===== src/rtl/host_if_pkg.sv =====
// Shared command codes, FSM states and defaults for the host stream deframer.
package host_if_pkg;

  localparam logic [7:0] ID_BYTE_DEFAULT = 8'hCD;

  localparam logic [3:0] CMD_PING  = 4'd0;
  localparam logic [3:0] CMD_WRITE = 4'd1;
  localparam logic [3:0] CMD_READ  = 4'd2;
  localparam logic [3:0] CMD_RESET = 4'd3;

  typedef enum logic [2:0] {
    StIdle,
    StHeader,
    StDecode,
    StAddress,
    StData,
    StNotify
  } state_e;

endpackage


===== src/rtl/host_word_assembler.sv =====
// Big-endian byte-to-word assembler: word/word_done present the completed word
// combinationally in the cycle its last byte is accepted.
module host_word_assembler #(
  parameter int unsigned NBYTES = 4
) (
  input  logic                clk,
  input  logic                rst,
  input  logic                clear,
  input  logic                en,
  input  logic [7:0]          data_byte,
  output logic [8*NBYTES-1:0] word,
  output logic                word_done
);

  logic [8*NBYTES-1:0] shift_q;
  logic [3:0]          cnt_q;
  logic [8*NBYTES+7:0] shift_cat;

  // Concatenate then truncate so NBYTES == 1 needs no zero-width slice.
  assign shift_cat = {shift_q, data_byte};
  assign word      = shift_cat[8*NBYTES-1:0];
  assign word_done = en && (cnt_q == 4'(NBYTES - 1));

  always_ff @(posedge clk or posedge rst) begin
    if (rst) begin
      shift_q <= '0;
      cnt_q   <= '0;
    end else if (clear) begin
      shift_q <= '0;
      cnt_q   <= '0;
    end else if (en) begin
      shift_q <= word;
      cnt_q   <= word_done ? 4'd0 : cnt_q + 4'd1;
    end
  end

endmodule


===== src/rtl/host_stream_deframer.sv =====
// Parses framed host byte streams (ID, header, address, data) into
// master transactions with timeout and sof-abort handling.
module host_stream_deframer
  import host_if_pkg::*;
#(
  parameter int unsigned DATA_BYTES = 4,
  parameter logic [7:0]  ID_BYTE    = ID_BYTE_DEFAULT,
  parameter int unsigned TIMEOUT    = 65535
) (
  input  logic                    clk,
  input  logic                    rst,
  input  logic [7:0]              in_byte,
  input  logic                    in_byte_valid,
  output logic                    in_byte_ready,
  input  logic                    sof,
  input  logic                    master_ready,
  output logic                    ih_ready,
  output logic                    ih_reset,
  output logic [31:0]             in_command,
  output logic [27:0]             in_data_count,
  output logic [31:0]             in_address,
  output logic [8*DATA_BYTES-1:0] in_data,
  output logic                    timeout_err,
  output logic                    bad_cmd_err
);

  localparam int unsigned DW  = 8 * DATA_BYTES;
  localparam logic [31:0] TMO = 32'(TIMEOUT);

  state_e      state_q, state_d;
  logic [31:0] tmr_q, tmr_d;
  logic [23:0] remaining_q;
  logic        gather, accept, frame_byte, restart, expire, asm_clear;
  logic        hdr_en, hdr_done, dat_en, dat_done;
  logic [31:0] hdr_word;
  logic [DW-1:0] dat_word;
  logic        load_hdr, load_addr, load_rem, load_data;
  logic        ih_ready_d, ih_reset_d, timeout_err_d, bad_cmd_err_d;
  logic [3:0]  cmd;

  assign gather = (state_q == StHeader) || (state_q == StAddress) || (state_q == StData);
  // Gated by rst so every output reads 0 while reset is asserted.
  assign in_byte_ready = ~rst & (gather | (state_q == StIdle));
  assign accept        = in_byte_valid & in_byte_ready;
  assign restart       = accept & sof & gather;
  assign frame_byte    = accept & ~sof & gather;
  // An accepted byte always reloads, so a sof byte wins over expiry.
  assign expire        = (TMO != 32'd0) && gather && !accept && (tmr_q == 32'd0);
  assign asm_clear     = restart | expire;
  assign hdr_en        = frame_byte & ((state_q == StHeader) || (state_q == StAddress));
  assign dat_en        = frame_byte & (state_q == StData);
  assign cmd           = in_command[3:0];

  host_word_assembler #(
    .NBYTES(4)
  ) u_hdr_asm (
    .clk      (clk),
    .rst      (rst),
    .clear    (asm_clear),
    .en       (hdr_en),
    .data_byte(in_byte),
    .word     (hdr_word),
    .word_done(hdr_done)
  );

  host_word_assembler #(
    .NBYTES(DATA_BYTES)
  ) u_dat_asm (
    .clk      (clk),
    .rst      (rst),
    .clear    (asm_clear),
    .en       (dat_en),
    .data_byte(in_byte),
    .word     (dat_word),
    .word_done(dat_done)
  );

  always_comb begin
    tmr_d = tmr_q;
    if (accept) begin
      tmr_d = TMO;
    end else if (gather && (tmr_q != 32'd0)) begin
      tmr_d = tmr_q - 32'd1;
    end
  end

  always_comb begin
    state_d       = state_q;
    load_hdr      = 1'b0;
    load_addr     = 1'b0;
    load_rem      = 1'b0;
    load_data     = 1'b0;
    ih_ready_d    = 1'b0;
    ih_reset_d    = 1'b0;
    timeout_err_d = 1'b0;
    bad_cmd_err_d = 1'b0;
    if (restart) begin
      state_d = (in_byte == ID_BYTE) ? StHeader : StIdle;
    end else if (expire) begin
      state_d       = StIdle;
      timeout_err_d = 1'b1;
    end else begin
      unique case (state_q)
        StIdle: begin
          if (accept && sof && (in_byte == ID_BYTE)) state_d = StHeader;
        end
        StHeader: begin
          if (hdr_done) begin
            load_hdr = 1'b1;
            state_d  = StDecode;
          end
        end
        StDecode: begin
          state_d = StIdle;
          unique case (cmd)
            CMD_PING:  state_d = StNotify;
            CMD_RESET: ih_reset_d = 1'b1;
            CMD_READ:  state_d = StAddress;
            CMD_WRITE: begin
              if (in_data_count[23:0] == 24'd0) bad_cmd_err_d = 1'b1;
              else                              state_d = StAddress;
            end
            default:   bad_cmd_err_d = 1'b1;
          endcase
        end
        StAddress: begin
          if (hdr_done) begin
            load_addr = 1'b1;
            if (cmd == CMD_WRITE) begin
              load_rem = 1'b1;
              state_d  = StData;
            end else begin
              state_d = StNotify;
            end
          end
        end
        StData: begin
          if (dat_done) begin
            load_data = 1'b1;
            state_d   = StNotify;
          end
        end
        StNotify: begin
          if (master_ready) begin
            ih_ready_d = 1'b1;
            state_d = ((cmd == CMD_WRITE) && (remaining_q != 24'd0)) ? StData : StIdle;
          end
        end
        default: state_d = StIdle;
      endcase
    end
  end

  always_ff @(posedge clk or posedge rst) begin
    if (rst) begin
      state_q       <= StIdle;
      tmr_q         <= TMO;
      remaining_q   <= '0;
      in_command    <= '0;
      in_data_count <= '0;
      in_address    <= '0;
      in_data       <= '0;
      ih_ready      <= 1'b0;
      ih_reset      <= 1'b0;
      timeout_err   <= 1'b0;
      bad_cmd_err   <= 1'b0;
    end else begin
      state_q     <= state_d;
      tmr_q       <= tmr_d;
      ih_ready    <= ih_ready_d;
      ih_reset    <= ih_reset_d;
      timeout_err <= timeout_err_d;
      bad_cmd_err <= bad_cmd_err_d;
      if (load_hdr) begin
        in_command    <= {12'h0, hdr_word[31:28], 12'h0, hdr_word[27:24]};
        in_data_count <= {4'h0, hdr_word[23:0]};
      end
      if (load_addr) in_address <= hdr_word;
      if (load_rem) remaining_q <= in_data_count[23:0];
      if (load_data) begin
        in_data <= dat_word;
        if (remaining_q != 24'd0) remaining_q <= remaining_q - 24'd1;
      end
    end
  end

endmodule


===== config.mk =====
export PLATFORM = sky130hd
export DESIGN_NAME = host_stream_deframer
export DESIGN_NICKNAME = d
export VERILOG_FILES = /design/src/rtl/host_if_pkg.sv /design/src/rtl/host_word_assembler.sv /design/src/rtl/host_stream_deframer.sv
export SDC_FILE = /design/constraint.sdc
export NUM_CORES = 1
export LEC_CHECK = 0
export BUFFER_PORTS_ARGS = -buffer_cell sky130_fd_sc_hd__buf_2
export CAP_MARGIN = 25
export CORE_MARGIN = 4
export CORE_UTILIZATION = 52
export DETAILED_ROUTE_END_ITERATION = 6
export PLACE_DENSITY_LB_ADDON = 0.15
export SYNTH_ARGS = -nofsm -noshare
export SYNTH_HDL_FRONTEND = slang
export SYNTH_SLANG_ARGS = --single-unit
export TNS_END_PERCENT = 20

===== constraint.sdc =====
create_clock -name clk -period 6.95 [get_ports clk]
set_clock_uncertainty 0.15 [all_clocks]
set_input_delay 0.695 -clock clk [delete_from_list [all_inputs] [get_ports clk]]
set_output_delay 0.695 -clock clk [all_outputs]
set_load 0.05 [all_outputs]

==> results.yml, run 1 <==
sta:
  finalCritPeriodShare: 0.4732
  slew_headroom: 0.3749
  hold_ws_ns: 0.1526
  period_minus_slack_ns: 3.289
  tightest_slew_ns: 0.9354
  slew_viol_final: 0
  worst_slack_ns: 3.661
  clock.fmax_ghz: 0.3041
  setup_viol: 0
  hold_viol: 0
  rsz0062_at_grt: "no"
  tns_ns: 0
route:
  dr.pass1.iters: 5
  ant_nets: 0
  drc_errors: 0
  route.vias.total: 7519
  routed_wl_um: 23880
  detail_route.iter0.violations: 605
  drt-vias-per-instance: 5.541
  wl_per_cell_um: 17.59
critical_path:
  arrival_ns: 3.54
  cp.required_ns: 7.20
  rr_endpoint: "remaining_q[15]$_DFF_PP0_"
  r2r_cells: 7
  setup.worst_path.start: "remaining_q[18]$_DFF_PP0_"
  start_kind: "register"
  worst-r2r-setup-slack_ns: 3.66
  cp-end-kind: "register"
  cp_max_fo: 21
  crit_type: "register to register"
  r2r-start: "remaining_q[18]$_DFF_PP0_"
  endpoint: "remaining_q[15]$_DFF_PP0_"
global_route:
  globalRouteMet1Util: 0.3115
  overflow: 0
  grt_pass1_vias: 7258
  grt_pass1_wl_um: 39130
  antenna_found_initial: 0
  grtUsageTotal: 0.2220
  grt_max_degree: 91
  met3_usage: 0.03052
  globalRouteMet2Util: 0.3659
  grt_busiest_layer: "met2"
cells_and_area:
  seq_area_um2: 5400
  final_cell_count_no_fill: 1357
  antenna_cells: 0
  nNetsFinal: 1124
  final.fill_count: 1595
  drive_gt1_frac: 0.2351
  final_cell_area_um2: 11370
  area_delta_synth_final_pct: 15.17
  multiInputGateArea_um2: 4125
synthesis:
  ys_ff_latch: 215
  synthCells: 1001
  async_reset_ff_frac: 1.000
  ys.warnings.count: 0
  ys_types: 59
  yosysSeqAreaShare: 0.5471
  synth_area_um2: 9871
  yosysTopAreaCell: "dfrtp_1"
  ys_dominant_reg_cell: "dfrtp_1"
  synth_area_leaders: "dfrtp_1 (50%), nand2_1 (9.8%), mux2_2 (7.3%)"
  ys_top_cells_by_count: "nand2_1 (257), dfrtp_1 (199), a21oi_1 (80)"
  synth_edf_count: 0
  syn_area_per_cell_um2: 9.861
  yosysMostFrequentCell: "nand2_1"
  synth_top_area_share: 0.5045
floorplan:
  ios: 142
  rows: 50
  initial_core_util: 0.5277
  die_w_um: 145.8
  die_h_um: 145.8
  dieArea_um2: 21250
  core_area_um2: 18710
clock_tree:
  cts_tree: "done"
  cts-resized-gates: 0
  cts_buffers: 24
  clkSinkCount: 215
  clk_latency_ns: 0.51
  clkSlewWorstSetupHoldPaths_ns: 0.06
  clockBufferDepth: 3
  ctsHoldBuffers: 0
  clock_tree.root_cell: "clkbuf_16"
  cts_setup_buffers: 0
  htreeDepth: 1
power:
  pwr-share-seq: 0.479
  comb_power_share: 0.113
  p_int_mw: 2.208
  switching_share: 0.2766
  ir_drop_v: 0.0002172
  leakage_nw: 5.673
  clock_power_share: 0.408
  power.density_nw_per_um2: 268.5
  p_switching_uw: 844.1
placement:
  port_buffers: 113
  dp_slack_ns: 3.526
  placedInstanceArea_um2: 10560
  dp_cells: 1313
  place_congestion: 0.8519
  dpl.hpwl_um: 15620
hold_path:
  hp-class: "input port to asynchronous set/reset pin"
outcome:
  status: "finished, final reports clean"
flow_run:
  drv_cap: 0
[routing by layer]
metal  routed length (µm)  vias to the layer above
li1                     -                     3575
met5                    0                        -
met3                 1150                       43
met1                10650                     3684
met4                  596                        0
met2                11480                      217
[cells by family (layout without fill, tap and decap cells)]
logic type / after synthesis / after routing / synth area share
compound gates: 138 / 138 / 0.08505
other cells: 1 / 28 / 0.0003799
mux: 68 / 68 / 0.07707
fa+ha+maj: 5 / 5 / 0.006338
xor+xnor: 31 / 31 / 0.02751
simple gates: 455 / 455 / 0.2095
buf+inv: 88 / 183 / 0.04703
flops: 215 / 215 / 0.5471
[worst min-delay path by stage]
stage | startpoint | endpoint | slack [ns] | cells past startpoint
2_1_floorplan | u_dat_asm.shift_q[21]$_DFFE_PP0P_ | in_data[29]$_DFFE_PP0P_ | 0.30 | 2
3_3_place_gp | in_data[5]$_DFFE_PP0P_ | in_data[5]$_DFFE_PP0P_ | 0.30 | 2
3_5_place_dp | in_data[20]$_DFFE_PP0P_ | in_data[20]$_DFFE_PP0P_ | 0.30 | 2
4_1_cts | rst | in_address[4]$_DFFE_PP0P_ | 0.18 | 2
5_1_grt | rst | tmr_q[30]$_DFFE_PP0P_ | 0.22 | 2
6_report | rst | tmr_q[30]$_DFFE_PP0P_ | 0.15 | 2
[sequential cells by signal, summed over array words and instances (netlist names), 8 cells and up]
name	cells
in_address	32
in_command	8
in_data	32
in_data_count	24
remaining_q	24
tmr_q	32
u_dat_asm.shift_q	24
u_hdr_asm.shift_q	24
[through the flow]
stage	total power, mW	util
3_3_place_gp	1.815	0.5623
2_1_floorplan	1.717	-
4_1_cts	3.081	0.6063
5_1_grt	3.189	0.6078
3_5_place_dp	1.824	0.5646
6_report	3.052	0.6078
[area by class of cell]
cell class / instances / area share
inverters: 14 / 0.005283
well taps: 234 / 0.02575
clock buffers: 36 / 0.06306
repair buffers: 126 / 0.06251
flip-flops and latches: 215 / 0.4750
multi-input cells: 725 / 0.3629
clock inverters: 7 / 0.005503
[layout by cell type, fill, tap and decap left out, types with 4 or more instances in the layout]
master / instances
a21oi_1: 80
buf_2: 113
buf_4: 10
clkbuf_1: 6
clkbuf_16: 25
clkbuf_8: 5
clkinv_2: 5
conb_1: 28
dfrtp_1: 199
dfstp_2: 16
ha_1: 5
inv_1: 13
mux2_2: 64
mux2i_1: 4
nand2_1: 257
nand2b_1: 8
nand3_1: 13
nand3b_1: 7
nand4_1: 4
nand4b_1: 4
nor2_1: 66
nor2b_1: 9
nor3_1: 28
nor3b_1: 7
nor4_1: 16
o21ai_0: 14
o21bai_1: 4
o22ai_1: 9
o32ai_1: 5
or3_1: 6
or4_1: 4
xnor2_1: 15
xor2_1: 16
[power by group through the flow]
stage	clock, mW	combinational [mW]	sequential, mW
3_5_place_dp	0	0.342	1.48
5_1_grt	1.32	0.393	1.47
6_report	1.24	0.346	1.46
3_3_place_gp	0	0.333	1.48
2_1_floorplan	0	0.278	1.44
4_1_cts	1.27	0.345	1.46
[worst max-delay path, cell delays in order, from the launching register on]
cell and delay [ns]:
dfrtp_1 0.41, or4_4 0.57, or4_4 0.48, o41ai_4 0.66
buf_4 0.36, and2_1 0.30, o21bai_1 0.11, o221a_2 0.13
(Power assumes the default switching activity.)
==> inputs of run 2 (changes only) <==
==> constraint.sdc (replaced) <==
create_clock -name clk -period 2.9 [get_ports clk]
set_clock_uncertainty 0.15 [all_clocks]
set_input_delay 0.29 -clock clk [delete_from_list [all_inputs] [get_ports clk]]
set_output_delay 0.29 -clock clk [all_outputs]
set_load 0.05 [all_outputs]
==> results.yml, run 2 (synthesis gave the netlist of run 1 again) <==
floorplan:
  core_area_um2: 18710
  initial_core_util: 0.5277
  die_w_um: 145.8
  dieArea_um2: 21250
  ios: 142
  die_h_um: 145.8
  rows: 50
cells_and_area:
  area_delta_synth_final_pct: 18.11
  fin_util: 0.6233
  final.fill_count: 1576
  top_regs: "in_address (32), in_data (32), tmr_q (32)"
  final_cell_count_no_fill: 1388
  final_common_cell: "nand2_1"
  drive_gt1_frac: 0.2478
  seq_area_um2: 5400
  multiInputGateArea_um2: 4128
  nNetsFinal: 1156
  antenna_cells: 0
  mostFrequentLayoutCells: "nand2_1 (257), dfrtp_1 (199), buf_2 (113)"
global_route:
  grt_pass1_wl_um: 39960
  overflow: 0
  grtUsageTotal: 0.2254
  grt_pass1_vias: 7449
  grt_max_degree: 178
  antenna_found_initial: 0
sta:
  setup_viol: 0
  rsz0062_at_grt: "no"
  slew_headroom: 0.3246
  period_minus_slack_ns: 2.752
  hold_ws_ns: 0.2079
  tightest_slew_ns: 1.013
  finalCritPeriodShare: 0.9491
  slew_viol_final: 0
  hold_viol: 0
  clock.fmax_ghz: 0.3633
critical_path:
  cp_max_fo: 13
  start_kind: "register"
  crit_type: "register to register"
  cp.required_ns: 3.13
  cp-end-kind: "register"
  arrival_ns: 2.98
route:
  route.vias.total: 7505
  detail_route.iter0.violations: 653
  dr.pass1.iters: 5
  ant_nets: 0
  wl_per_cell_um: 17.12
  drc_errors: 0
  routed_wl_um: 23760
  drt-vias-per-instance: 5.407
outcome:
  status: "finished, final reports clean"
placement:
  dpl.hpwl_um: 15740
  place_congestion: 0.8964
  port_buffers: 113
  dp_cells: 1336
hold_path:
  hp-class: "input port to register"
clock_tree:
  clock_tree.root_cell: "clkbuf_16"
  cts_tree: "done"
  cts_setup_buffers: 0
  cts_buffers: 24
  clk_latency_ns: 0.51
  htreeDepth: 1
  clkSinkCount: 215
  clkSlewWorstSetupHoldPaths_ns: 0.06
  clockBufferDepth: 3
power:
  ir_drop_v: 0.0004467
  power_mw: 7.473
  leakage_nw: 5.831
  power.density_nw_per_um2: 641.0
flow_run:
  drv_cap: 0
==> run 2: what timing repair did <==
| item | CTS | global route |
|---|---|---|
| resized for setup | 0 | 2 |
| setup endpoints to repair | 0 | 3 |
| hold buffers | 10 | 0 |
| hold endpoints to repair | 63 | 0 |
==> run 2: final cells by class <==
| cell class | count | share of cell area |
|---|---|---|
| sequential | 215 | 0.4632 |
| clock inverter | 7 | 0.009444 |
| tap | 234 | 0.02511 |
| clock buffer | 35 | 0.05945 |
| timing repair buffer | 158 | 0.08392 |
| inverter | 14 | 0.004829 |
| multi-input combinational | 725 | 0.3540 |
==> run 2: critical path: stages, from the launching register on <==
cell and delay (ns):
dfrtp_1 0.39, or4_4 0.57, or4_4 0.48, o41a_1 0.46, a21o_2 0.32, a21oi_1 0.21
a211oi_2 0.05
==> run 2: worst paths after layout <==
check | slack, ns | cells past startpoint | to | start
max in group asynchronous | 1.35 | 4 | tmr_q[16]$_DFFE_PP0P_ | rst
setup reg to reg | 0.15 | 6 | remaining_q[18]$_DFF_PP0_ | remaining_q[18]$_DFF_PP0_
hold / removal | 0.21 | 5 | state_q[0]$_DFFE_PP0P_ | sof
min in group asynchronous | 0.40 | 4 | in_address[2]$_DFFE_PP0P_ | rst
hold reg to reg | 0.31 | 2 | in_data[27]$_DFFE_PP0P_ | in_data[27]$_DFFE_PP0P_
setup / recovery | 0.15 | 6 | remaining_q[18]$_DFF_PP0_ | remaining_q[18]$_DFF_PP0_
==> run 2: per-layer routing <==
layer,wire length [µm],part of all wire,GRT usage,vias up
met5,0,0,0,-
met4,516,0.022,0.05413,0
met3,1368,0.058,0.03457,35
met2,11310,0.48,0.3712,209
met1,10570,0.44,0.3173,3632
li1,-,-,-,3629
==> run 2: power breakdown <==
group / switching, mW / total (mW) / internal, mW
Combinational: 0.579 / 0.887 / 0.308
Sequential: 0.260 / 3.49 / 3.23
Clock: 1.18 / 3.09 / 1.91
Total: 2.02 / 7.47 / 5.45
==> run 2: stage by stage <==
| stage | worst slack [ns] | cell area [µm²] | setup TNS, ns |
|---|---|---|---|
| detailed placement | 0.1260 | 10750 | 0 |
| floorplan | -1.684 | 9976 | -90.50 |
| global route | 0.02380 | 11660 | 0 |
| global placement | 0.1455 | 10750 | 0 |
| CTS | 0.07197 | 11660 | 0 |
| finish | 0.1477 | 11660 | 0 |
